--- config.mk ---
export PLATFORM = sky130hd
export DESIGN_NAME = hud_text_writer
export DESIGN_NICKNAME = d
export VERILOG_FILES = /design/src/rtl/hud_text_writer.sv
export SDC_FILE = /design/constraint.sdc
export NUM_CORES = 1
export LEC_CHECK = 0
export CAP_MARGIN = 30
export CORE_UTILIZATION = 25
export DETAILED_ROUTE_END_ITERATION = 16
export HOLD_SLACK_MARGIN = 0.03
export SYNTH_ARGS = -nofsm -noshare
export SYNTH_HDL_FRONTEND = slang
export SYNTH_SLANG_ARGS = --single-unit
--- constraint.sdc ---
create_clock -name clk -period 8.6 [get_ports clk]
set_input_delay 2.58 -clock clk [delete_from_list [all_inputs] [get_ports clk]]
set_output_delay 2.58 -clock clk [all_outputs]
set_load 0.05 [all_outputs]
--- src/rtl/hud_text_writer.sv ---
// hud_text_writer: writes the HUD labels after reset, then services score/timer
// update requests by writing fixed-width decimal digits into the text buffer.
module hud_text_writer #(
    parameter int ADDR_W     = 6,
    parameter int SCORE_BASE = 0,
    parameter int TIME_BASE  = 16
) (
    input  logic              clk,
    input  logic              resetN,
    input  logic              score_upd,
    input  logic [15:0]       score_val,
    input  logic              time_upd,
    input  logic [7:0]        time_val,
    output logic              wr_en,
    output logic [ADDR_W-1:0] wr_addr,
    output logic [6:0]        wr_char,
    output logic              busy,
    output logic              done_score,
    output logic              done_time
);
    typedef enum logic [1:0] {INIT, IDLE, CONV, DONE} state_t;

    state_t            state_q, state_d;
    logic [3:0]        lbl_q, lbl_d, cnt_q, cnt_d;
    logic [2:0]        widx_q, widx_d;
    logic [15:0]       rem_q, rem_d, weight;
    logic              sp_q, sp_d, tp_q, tp_d, rr_time_q, rr_time_d, time_cv_q, time_cv_d;
    logic              wr_en_q, wr_en_d, busy_q, busy_d;
    logic              done_score_q, done_score_d, done_time_q, done_time_d;
    logic [ADDR_W-1:0] wr_addr_q, wr_addr_d, lbl_addr, dig_addr;
    logic [6:0]        wr_char_q, wr_char_d, lbl_char;
    logic              gs, gt;

    assign wr_en      = wr_en_q;
    assign wr_addr    = wr_addr_q;
    assign wr_char    = wr_char_q;
    assign busy       = busy_q;
    assign done_score = done_score_q;
    assign done_time  = done_time_q;

    // A timer conversion starts at weight index 2 so both requesters share one weight table.
    assign weight   = widx_q == 3'd0 ? 16'd10000 : widx_q == 3'd1 ? 16'd1000 :
                      widx_q == 3'd2 ? 16'd100   : widx_q == 3'd3 ? 16'd10 : 16'd1;
    assign dig_addr = time_cv_q ? ADDR_W'(TIME_BASE + 3 + int'(widx_q))
                                : ADDR_W'(SCORE_BASE + 6 + int'(widx_q));
    assign lbl_addr = lbl_q < 4'd6 ? ADDR_W'(SCORE_BASE + int'(lbl_q))
                                   : ADDR_W'(TIME_BASE + int'(lbl_q) - 6);
    assign gs = sp_q & (~tp_q | rr_time_q);
    assign gt = tp_q & ~gs;

    always_comb begin
        lbl_char = 7'd62;
        case (lbl_q)
            4'd0:    lbl_char = 7'd28;
            4'd1:    lbl_char = 7'd38;
            4'd2:    lbl_char = 7'd50;
            4'd3:    lbl_char = 7'd53;
            4'd4:    lbl_char = 7'd40;
            4'd6:    lbl_char = 7'd29;
            4'd7:    lbl_char = 7'd44;
            4'd8:    lbl_char = 7'd48;
            4'd9:    lbl_char = 7'd40;
            default: lbl_char = 7'd62;
        endcase
    end

    always_comb begin
        state_d      = state_q;
        lbl_d        = lbl_q;
        sp_d         = sp_q | score_upd;
        tp_d         = tp_q | time_upd;
        rr_time_d    = rr_time_q;
        time_cv_d    = time_cv_q;
        rem_d        = rem_q;
        cnt_d        = cnt_q;
        widx_d       = widx_q;
        wr_en_d      = 1'b0;
        wr_addr_d    = wr_addr_q;
        wr_char_d    = wr_char_q;
        done_score_d = 1'b0;
        done_time_d  = 1'b0;
        case (state_q)
            INIT: begin
                wr_en_d   = 1'b1;
                wr_addr_d = lbl_addr;
                wr_char_d = lbl_char;
                lbl_d     = lbl_q + 4'd1;
                if (lbl_q == 4'd10) begin
                    state_d = IDLE;
                    lbl_d   = 4'd0;
                    sp_d    = 1'b1;
                    tp_d    = 1'b1;
                end
            end
            IDLE: begin
                if (gs | gt) begin
                    state_d   = CONV;
                    time_cv_d = gt;
                    rr_time_d = gt;
                    rem_d     = gt ? {8'd0, time_val} : score_val;
                    widx_d    = gt ? 3'd2 : 3'd0;
                    cnt_d     = 4'd0;
                    // A pulse landing on the grant cycle keeps the flag set.
                    sp_d      = score_upd | (sp_q & ~gs);
                    tp_d      = time_upd | (tp_q & ~gt);
                end
            end
            CONV: begin
                if (rem_q >= weight) begin
                    rem_d = rem_q - weight;
                    cnt_d = cnt_q + 4'd1;
                end else begin
                    wr_en_d   = 1'b1;
                    wr_char_d = {3'd0, cnt_q};
                    wr_addr_d = dig_addr;
                    cnt_d     = 4'd0;
                    widx_d    = widx_q + 3'd1;
                    if (widx_q == 3'd4) state_d = DONE;
                end
            end
            DONE: begin
                done_score_d = ~time_cv_q;
                done_time_d  = time_cv_q;
                state_d      = IDLE;
            end
        endcase
        busy_d = state_d != IDLE;
    end

    always_ff @(posedge clk or negedge resetN) begin
        if (!resetN) begin
            state_q      <= INIT;
            lbl_q        <= '0;
            sp_q         <= 1'b0;
            tp_q         <= 1'b0;
            rr_time_q    <= 1'b1;
            time_cv_q    <= 1'b0;
            rem_q        <= '0;
            cnt_q        <= '0;
            widx_q       <= '0;
            wr_en_q      <= 1'b0;
            wr_addr_q    <= '0;
            wr_char_q    <= '0;
            busy_q       <= 1'b0;
            done_score_q <= 1'b0;
            done_time_q  <= 1'b0;
        end else begin
            state_q      <= state_d;
            lbl_q        <= lbl_d;
            sp_q         <= sp_d;
            tp_q         <= tp_d;
            rr_time_q    <= rr_time_d;
            time_cv_q    <= time_cv_d;
            rem_q        <= rem_d;
            cnt_q        <= cnt_d;
            widx_q       <= widx_d;
            wr_en_q      <= wr_en_d;
            wr_addr_q    <= wr_addr_d;
            wr_char_q    <= wr_char_d;
            busy_q       <= busy_d;
            done_score_q <= done_score_d;
            done_time_q  <= done_time_d;
        end
    end
endmodule

# After elaboration in Yosys (flattened, before gate mapping)
# Memory sizes are Yosys's and may differ from the RTL's.
# Index checks and enable logic that the tools add are counted.
[classes]
addsub = 8
n_mul = 0
div = 0
order_cmp = 2
n_eq_ne = 12
shifts = 0
n_mux = 37
bitwise = 14
n_reduce_logical = 9
[ops]
columns = ["cell", "count"]
rows = [
  ["two-way mux 16 bit", 3],
  ["one-hot mux 16 bit (2 select lines)", 1],
  ["two-way mux 6 bit", 3],
  [">= comparator 16 x 14 -> 1 bit", 1],
  ["two-way mux 4 bit", 4],
  ["subtractor 16 x 14 -> 16 bit", 1],
  ["two-way mux 14 bit", 1],
  ["two-way mux 7 bit", 2],
  ["one-hot mux 7 bit (2 select lines)", 1],
  ["one-hot mux 6 bit (2 select lines)", 1],
  ["two-way mux 10 bit", 1],
  ["two-way mux 2 bit", 5],
  ["adder 4 x 1 -> 4 bit, second input constant", 2],
  ["one-hot mux 2 bit (4 select lines)", 1],
  ["one-hot mux 4 bit (2 select lines)", 1],
  ["two-way mux 1 bit", 7],
  ["adder 5 x 3 -> 6 bit, first input constant", 1],
  ["adder 5 x 4 -> 6 bit, first input constant", 1],
  ["equality test 3 x 2 -> 1 bit, second input constant", 2],
  ["two-way mux 3 bit", 2],
  ["!= test 2 bit, second input constant", 3],
  ["OR 1 bit", 6],
  ["one-hot mux 1 bit (2 select lines)", 3],
  ["one-hot mux 3 bit (2 select lines)", 1],
  ["17 further kinds", 28],
]
[totals]
ff_bits = 50
latchBits = 0
ram_bits = 0
rom_bits = 96
in_bits = 28
out_inout_bits = 17
elab_cells = 98
n_memories = 1
[mem_list]
columns = ["memory", "words", "width", "rd", "rd_clocked_by_memory_dff", "write_ports", "line", "text"]
rows = [
  ["(no name shown)", 16, 6, 1, 0, 0, "53", "case (lbl_q)"],
]

# Longest topological paths before layout
# Gate-level depths: netlist of the first run.
[depth]
word_depth = 10
ltp_mapped = 15

# Worst setup path before layout of the first run
# OpenSTA, ideal clock, no wires.
[synth_timing]
path_type = "reg2reg"
from = "register widx_q[0]"
to = "register wr_addr_q[0] (netlist: wr_addr[0])"
setup_time_ps = 125
arrival_time_ps = 3203
required_ps = 8475
slack_ps = 5272
path_stages_with_launch = 15
path_cell_list = "dfrtp_1 > inv_1 > ha_1 > or3_1 > a21oi_1 > ha_1 > fa_1 > nand2b_1 > o2bb2ai_1 > a21oi_1 > o2111a_1 > or3_4 > and2_4 > buf_12 > mux2_4"
[synth_between]
elab_chain_len = 8
word_cells_on_any_way = 16
[synth_lines]
columns = ["item", "line", "text"]
rows = [
  ["start, declared", "25", "logic [2:0] widx_q, widx_d;"],
  ["start signal, assigned", "156", "widx_q <= widx_d;"],
  ["equality test 3 x 2 -> 1 bit", "43", "widx_q == 3'd2 ? 16'd100 : widx_q == 3'd3 ? 16'd10 : 16'd1;"],
  ["two-way mux 4 bit", "43", ""],
  ["two-way mux 7 bit", "43", ""],
  ["two-way mux 10 bit", "42", "assign weight = widx_q == 3'd0 ? 16'd10000 : widx_q == 3'd1 ? 16'd1000 :"],
  ["two-way mux 14 bit", "42", ""],
  [">= comparator 16 x 14 -> 1 bit", "109", "if (rem_q >= weight) begin"],
  ["!= test 2 bit (no source line)", "-", ""],
  ["AND reduction 2 bit (no source line)", "-", ""],
  ["end signal, assigned", "158", "wr_addr_q <= wr_addr_d;"],
  ["end, declared", "30", "logic [ADDR_W-1:0] wr_addr_q, wr_addr_d, lbl_addr, dig_addr;"],
]
# Several ways; a longest one is shown, not always the timed one. The select of a mux whose other input is x is not followed.
# A chain may end at the register's enable or synchronous reset.

# Worst setup path in the final report of the first run
[layout_timing]
from = "register wr_addr_q[0] (netlist: wr_addr[0])"
to = "output port wr_addr[0]"
[layout_rtl]
columns = ["item", "line", "text"]
rows = [
  ["end, declared", "15", "output logic [ADDR_W-1:0] wr_addr,"],
]
# No word-level cell between the ends.

==> impl_metrics.tcl, run 1 <==
set metrics [dict create \
    status "complete, no violations" \
    grt_pass1_wl_mm 14.6 \
    final_nets 512 \
    cpPeakStageDelay_ns 0.80 \
    synthDistinctLibCells 63 \
    tns_ns 0 \
    worstReg2RegStart "widx_q[0]" \
    syn_area_per_cell_um2 8.78 \
    ios 45 \
    synth_edf_count 0 \
    first_pass_iters 4 \
    critPathArrivalTime_ns 1.45 \
    area_delta_synth_final_pct 20.3 \
    drive_gt1_frac 0.0800 \
    r2r_end "wr_addr[3]" \
    num_rows 43 \
    cts_buffer_depth 2 \
    dieArea_um2 15100 \
    cts_tree "yes" \
    min_path_type "flop to flop" \
    clk_pin_slew_ns 0.07 \
    async_flop_share 1.00 \
    reg2reg_depth 13 \
    rsz0062_at_grt "no" \
    synth_area_leaders "dfrtp_1, ha_1, o21ai_0" \
    cp-end-kind "primary output" \
    start_util 0.260 \
    cp_slowest_cell "clkdlybuf4s50_1" \
    gp_congestion 0.833 \
    hold_ws_ns 0.488 \
    fin_worst_skew_ns 0.00384 \
    dp_cells 622 \
    cp.required_ns 6.02 \
    finalCriticalPeriod_ns 4.03 \
    synth_warnings 0 \
    holdPathStages 2 \
    path_cells "clkdlybuf4s50_1" \
    cts_htree_levels 2 \
    gr-total-overflow 0 \
    ys.flop_type "dfrtp_1" \
    clkSinkCount 48 \
    reg2reg_setup_slack_ns 4.87 \
    period_share 0.469 \
    fmax_mhz 248 \
    numCtsBuffers 5 \
    synth_top_area_cell "dfrtp_1" \
    final_cell_mix "nand2_1, dfrtp_1, o21ai_0, clkdlybuf4s50_1, a21oi_1" \
    whs_endpoint "rem_q[0]" \
    cts_repair_resize_count 0 \
    antenna_found_initial 0 \
    grt.total_usage 0.123 \
    viasPerCell 4.84 \
    hold_viol_final 0 \
    crit_path_max_fanout 2 \
    ys_seq_elements 48 \
    vias 3051 \
    synth_top_area_frac 0.323 \
    ctsHoldBuffers 0 \
    coreArea_um2 14000 \
    diodes 0 \
    setup_viol_count_final 0 \
    relSlewSlack 0.579 \
    max_cap_violations 0 \
    grt_pass1_vias 3044 \
    critPathBufInv 1 \
    worstMarginPinSlew_ns 0.632 \
    antenna_left 0 \
    final_cells 630 \
    wire_per_inst_um 13.6 \
    io_buffers 42 \
    postCtsSetupRepairBufs 0 \
    drt-initial-drc-count 204 \
    die_height_um 123 \
    synth_seq_area_share 0.330 \
    crit_path_start_kind "flop" \
    die_w_um 123 \
    cpLargestDelayFamily "buffers and inverters" \
    synth_area_um2 3640 \
    critPathKind "flop to primary output" \
    hpwl_mm 6.30 \
    cts.root.buffer_cell "clkbuf_16" \
    clkLatencyLatePin_ns 0.29 \
    drcViolationCount 0 \
    layout_commonest_cell "nand2_1" \
    grt_max_degree 49 \
    netlist_instances 415 \
    report.final.slew_viol_count 0 \
    wl_mm 8.56 \
    hp-start "rem_q[0]" \
]
## metal layers
| layer | vias to the layer above | wire (µm) | global-route usage |
|---|---|---|---|
| li1 | 1543 | - | - |
| met1 | 1436 | 4250 | 0.165 |
| met2 | 62 | 3930 | 0.203 |
| met3 | 10 | 261 | 0.0218 |
| met4 | 0 | 116 | 0.0313 |
| met5 | - | 0 | 0 |
## synth_stat cells, types with 3 or more instances
master and instances:
a21o_1 3, a21oi_1 35, a31oi_1 6, a32oi_1 3, and2_1 4, and3_1 3
buf_2 3, buf_4 3, clkbuf_1 11, dfrtp_1 47, ha_1 34, inv_1 20
mux2_2 4, mux2_4 8, mux2i_1 15, nand2_1 52, nand2b_1 7, nand3_1 9
nor2_1 26, nor2b_1 3, o211ai_1 5, o21ai_0 41, o21bai_1 4, o22ai_1 3
o31a_1 3, o31ai_1 5, or3_1 3, xnor2_1 8
## area by class of cell
cell class	count	area, µm²
fill	1478	9660
multi-input combinational	328	2260
sequential	48	1200
timing repair buffer	46	445
tap	180	225
clock buffer	5	125
inverter	20	75.1
clock inverter	3	47.5
## metrics by stage
step | util | area, µm² | setup WS [ns]
6_report | 0.312 | 4380 | 4.57
4_1_cts | 0.312 | 4380 | 4.55
3_5_place_dp | 0.300 | 4210 | 4.87
5_1_grt | 0.312 | 4380 | 4.50
2_1_floorplan | - | 3650 | 5.27
3_3_place_gp | 0.300 | 4210 | 4.89
## cells by family after synthesis
family | synth area share
other cells | 0.00103
compound gates | 0.222
fa+ha+maj | 0.122
xor+xnor | 0.0216
buf+inv | 0.0518
mux | 0.0865
flops | 0.330
simple gates | 0.165
## worst max path at each step
stage / slack, ns / start / endpoint / depth (start not counted)
after floorplan: 5.27 / widx_q[0] / wr_addr[0] / 14
after global placement: 4.89 / done_time / done_time / 1
after detailed placement: 4.87 / wr_addr[1] / wr_addr[1] / 1
after CTS: 4.55 / wr_addr[1] / wr_addr[1] / 1
after global routing: 4.50 / wr_char[5] / wr_char[5] / 1
final: 4.57 / wr_addr[0] / wr_addr[0] / 1
## registers in the layout (all words and copies together) (netlist names), 2 cells and up
register and count:
rem_q 16, wr_char 6, wr_addr 5, cnt_q 4, lbl_q 4, widx_q 3
state_q 2
Power of run 1 is left out: the tool's default activity adds up to more than one toggle a clock period on the data nets, which glitch-free logic cannot reach.
==> inputs of run 2 (changes only) <==
clock period = 3.5 ns   (was 8.6 ns; I/O delays follow)
==> run 2 against run 1 <==
Compared with the run above: sequential share of layout area down 0.53 points; count of clock-buffer cells in the layout up 1; highest routed layer unchanged; utilization up 0.65 points; die area unchanged; final cell count up 1.1%; non-clock buffer count up 7; largest cell class unchanged.
==> impl_metrics.tcl, run 2 (same netlist as run 1, synthesis figures left out) <==
set metrics [dict create \
    status "complete, no violations" \
    num_rows 43 \
    hold_ws_ns 0.494 \
    path_cells "inv_1 > ha_2 > or3_1 > a21oi_2 > ha_2 > fa_1 > nand2b_1 > o2bb2ai_1 > a21oi_1 > o2111a_2 > or3_4 > and2_4 > mux2_4" \
    first_pass_iters 4 \
    final_cell_mix "nand2_1, dfrtp_1, o21ai_0, clkdlybuf4s50_1, a21oi_1" \
    cp.required_ns 3.69 \
    critPathKind "flop to flop" \
    drive_gt1_frac 0.112 \
    crit_path_start_kind "flop" \
    fin_worst_skew_ns 0.00632 \
    layout_commonest_cell "nand2_1" \
    drt-initial-drc-count 174 \
    cp_slowest_cell "dfrtp_1" \
    diodes 0 \
    wl_mm 8.66 \
    fin_ws_ns 0.181 \
    die_w_um 123 \
    grt.total_usage 0.124 \
    relSlewSlack 0.444 \
    cts_htree_levels 2 \
    max_cap_violations 0 \
    finalCriticalPeriod_ns 3.32 \
    crit_path_max_fanout 11 \
    antenna_found_initial 0 \
    dieArea_um2 15100 \
    pre_cts_ws_ns 0.0438 \
    hpwl_mm 6.46 \
    grt_max_degree 48 \
    coreArea_um2 14000 \
    ctsHoldBuffers 0 \
    drcViolationCount 0 \
    min_path_type "flop to flop" \
    crit_top_cell "ha_2" \
    clkLatencyLatePin_ns 0.30 \
    reg2reg_setup_slack_ns 0.18 \
    report.final.slew_viol_count 0 \
    antenna_left 0 \
    top_register "rem_q" \
    worstMarginPinSlew_ns 0.834 \
    cts_tree "yes" \
    hold_viol_final 0 \
    grt_pass1_wl_mm 14.5 \
    numCtsBuffers 5 \
    vias 3142 \
    grt_pass1_vias 3065 \
    cp-end-kind "flop" \
    die_height_um 123 \
    clk_pin_slew_ns 0.07 \
    gp_congestion 0.869 \
    area_delta_synth_final_pct 22.8 \
    io_buffers 42 \
    gr-total-overflow 0 \
    wire_per_inst_um 13.6 \
    start_util 0.260 \
    setup_viol_count_final 0 \
    clkSinkCount 48 \
    largest_reg_flops 16 \
    cpPeakStageDelay_ns 0.39 \
    fill_cells 1449 \
    fmax_mhz 301 \
    critPathArrivalTime_ns 3.51 \
    viasPerCell 4.93 \
    ios 45 \
    tns_ns 0 \
    final_nets 519 \
    cts.root.buffer_cell "clkbuf_16" \
    cts_buffer_depth 2 \
    period_share 0.948 \
]
[run 2: worst max-delay path, delay by kind of cell (launching register included)]
family / cells / cell delay (ns)
fa+ha+maj: 3 / 0.61
mux: 1 / 0.31
buf+inv: 1 / 0.10
flops: 1 / 0.39
compound gates: 4 / 0.68
simple gates: 4 / 1.10
[run 2: per-layer routing]
metal | track usage | vias to the layer above | part of all wire | wire length [µm]
li1 | - | 1568 | - | -
met1 | 0.158 | 1495 | 0.48 | 4130
met2 | 0.205 | 68 | 0.46 | 4020
met3 | 0.0237 | 11 | 0.041 | 353
met4 | 0.0503 | 0 | 0.019 | 162
met5 | 0 | - | 0 | 0
[run 2: worst paths after layout]
kind	cells past startpoint	start	to
setup / recovery	13	widx_q[0]	wr_addr[4]
hold / removal	2	rem_q[6]	rem_q[6]
setup reg to reg	13	widx_q[0]	wr_addr[4]
hold reg to reg	2	rem_q[6]	rem_q[6]
max in group asynchronous	2	resetN	rr_time_q
min in group asynchronous	1	resetN	wr_addr[4]
[run 2: what timing repair did]
action,in CTS,in global routing
endpoints found under the setup margin,0,19
gates resized for setup,0,8
setup buffers,0,0
[run 2: area by class of cell]
| class | instances | area (µm²) | share of cell area |
|---|---|---|---|
| Inverter | 20 | 75.1 | 0.0168 |
| Multi-Input combinational cell | 328 | 2280 | 0.510 |
| Sequential cell | 48 | 1200 | 0.269 |
| Timing Repair Buffer | 53 | 510 | 0.114 |
| Clock inverter | 2 | 38.8 | 0.00867 |
| Clock buffer | 6 | 139 | 0.0310 |
| Tap cell | 180 | 225 | 0.0503 |
[run 2: per-stage QoR]
stage / util / cell area [µm²] / instances
detailed placement: 0.304 / 4280 / 629
finish: 0.319 / 4470 / 637
global placement: 0.304 / 4280 / 629
floorplan: - / 3650 / 416
CTS: 0.317 / 4450 / 637
global route: 0.319 / 4470 / 637
Power of run 2 is left out for the same reason.
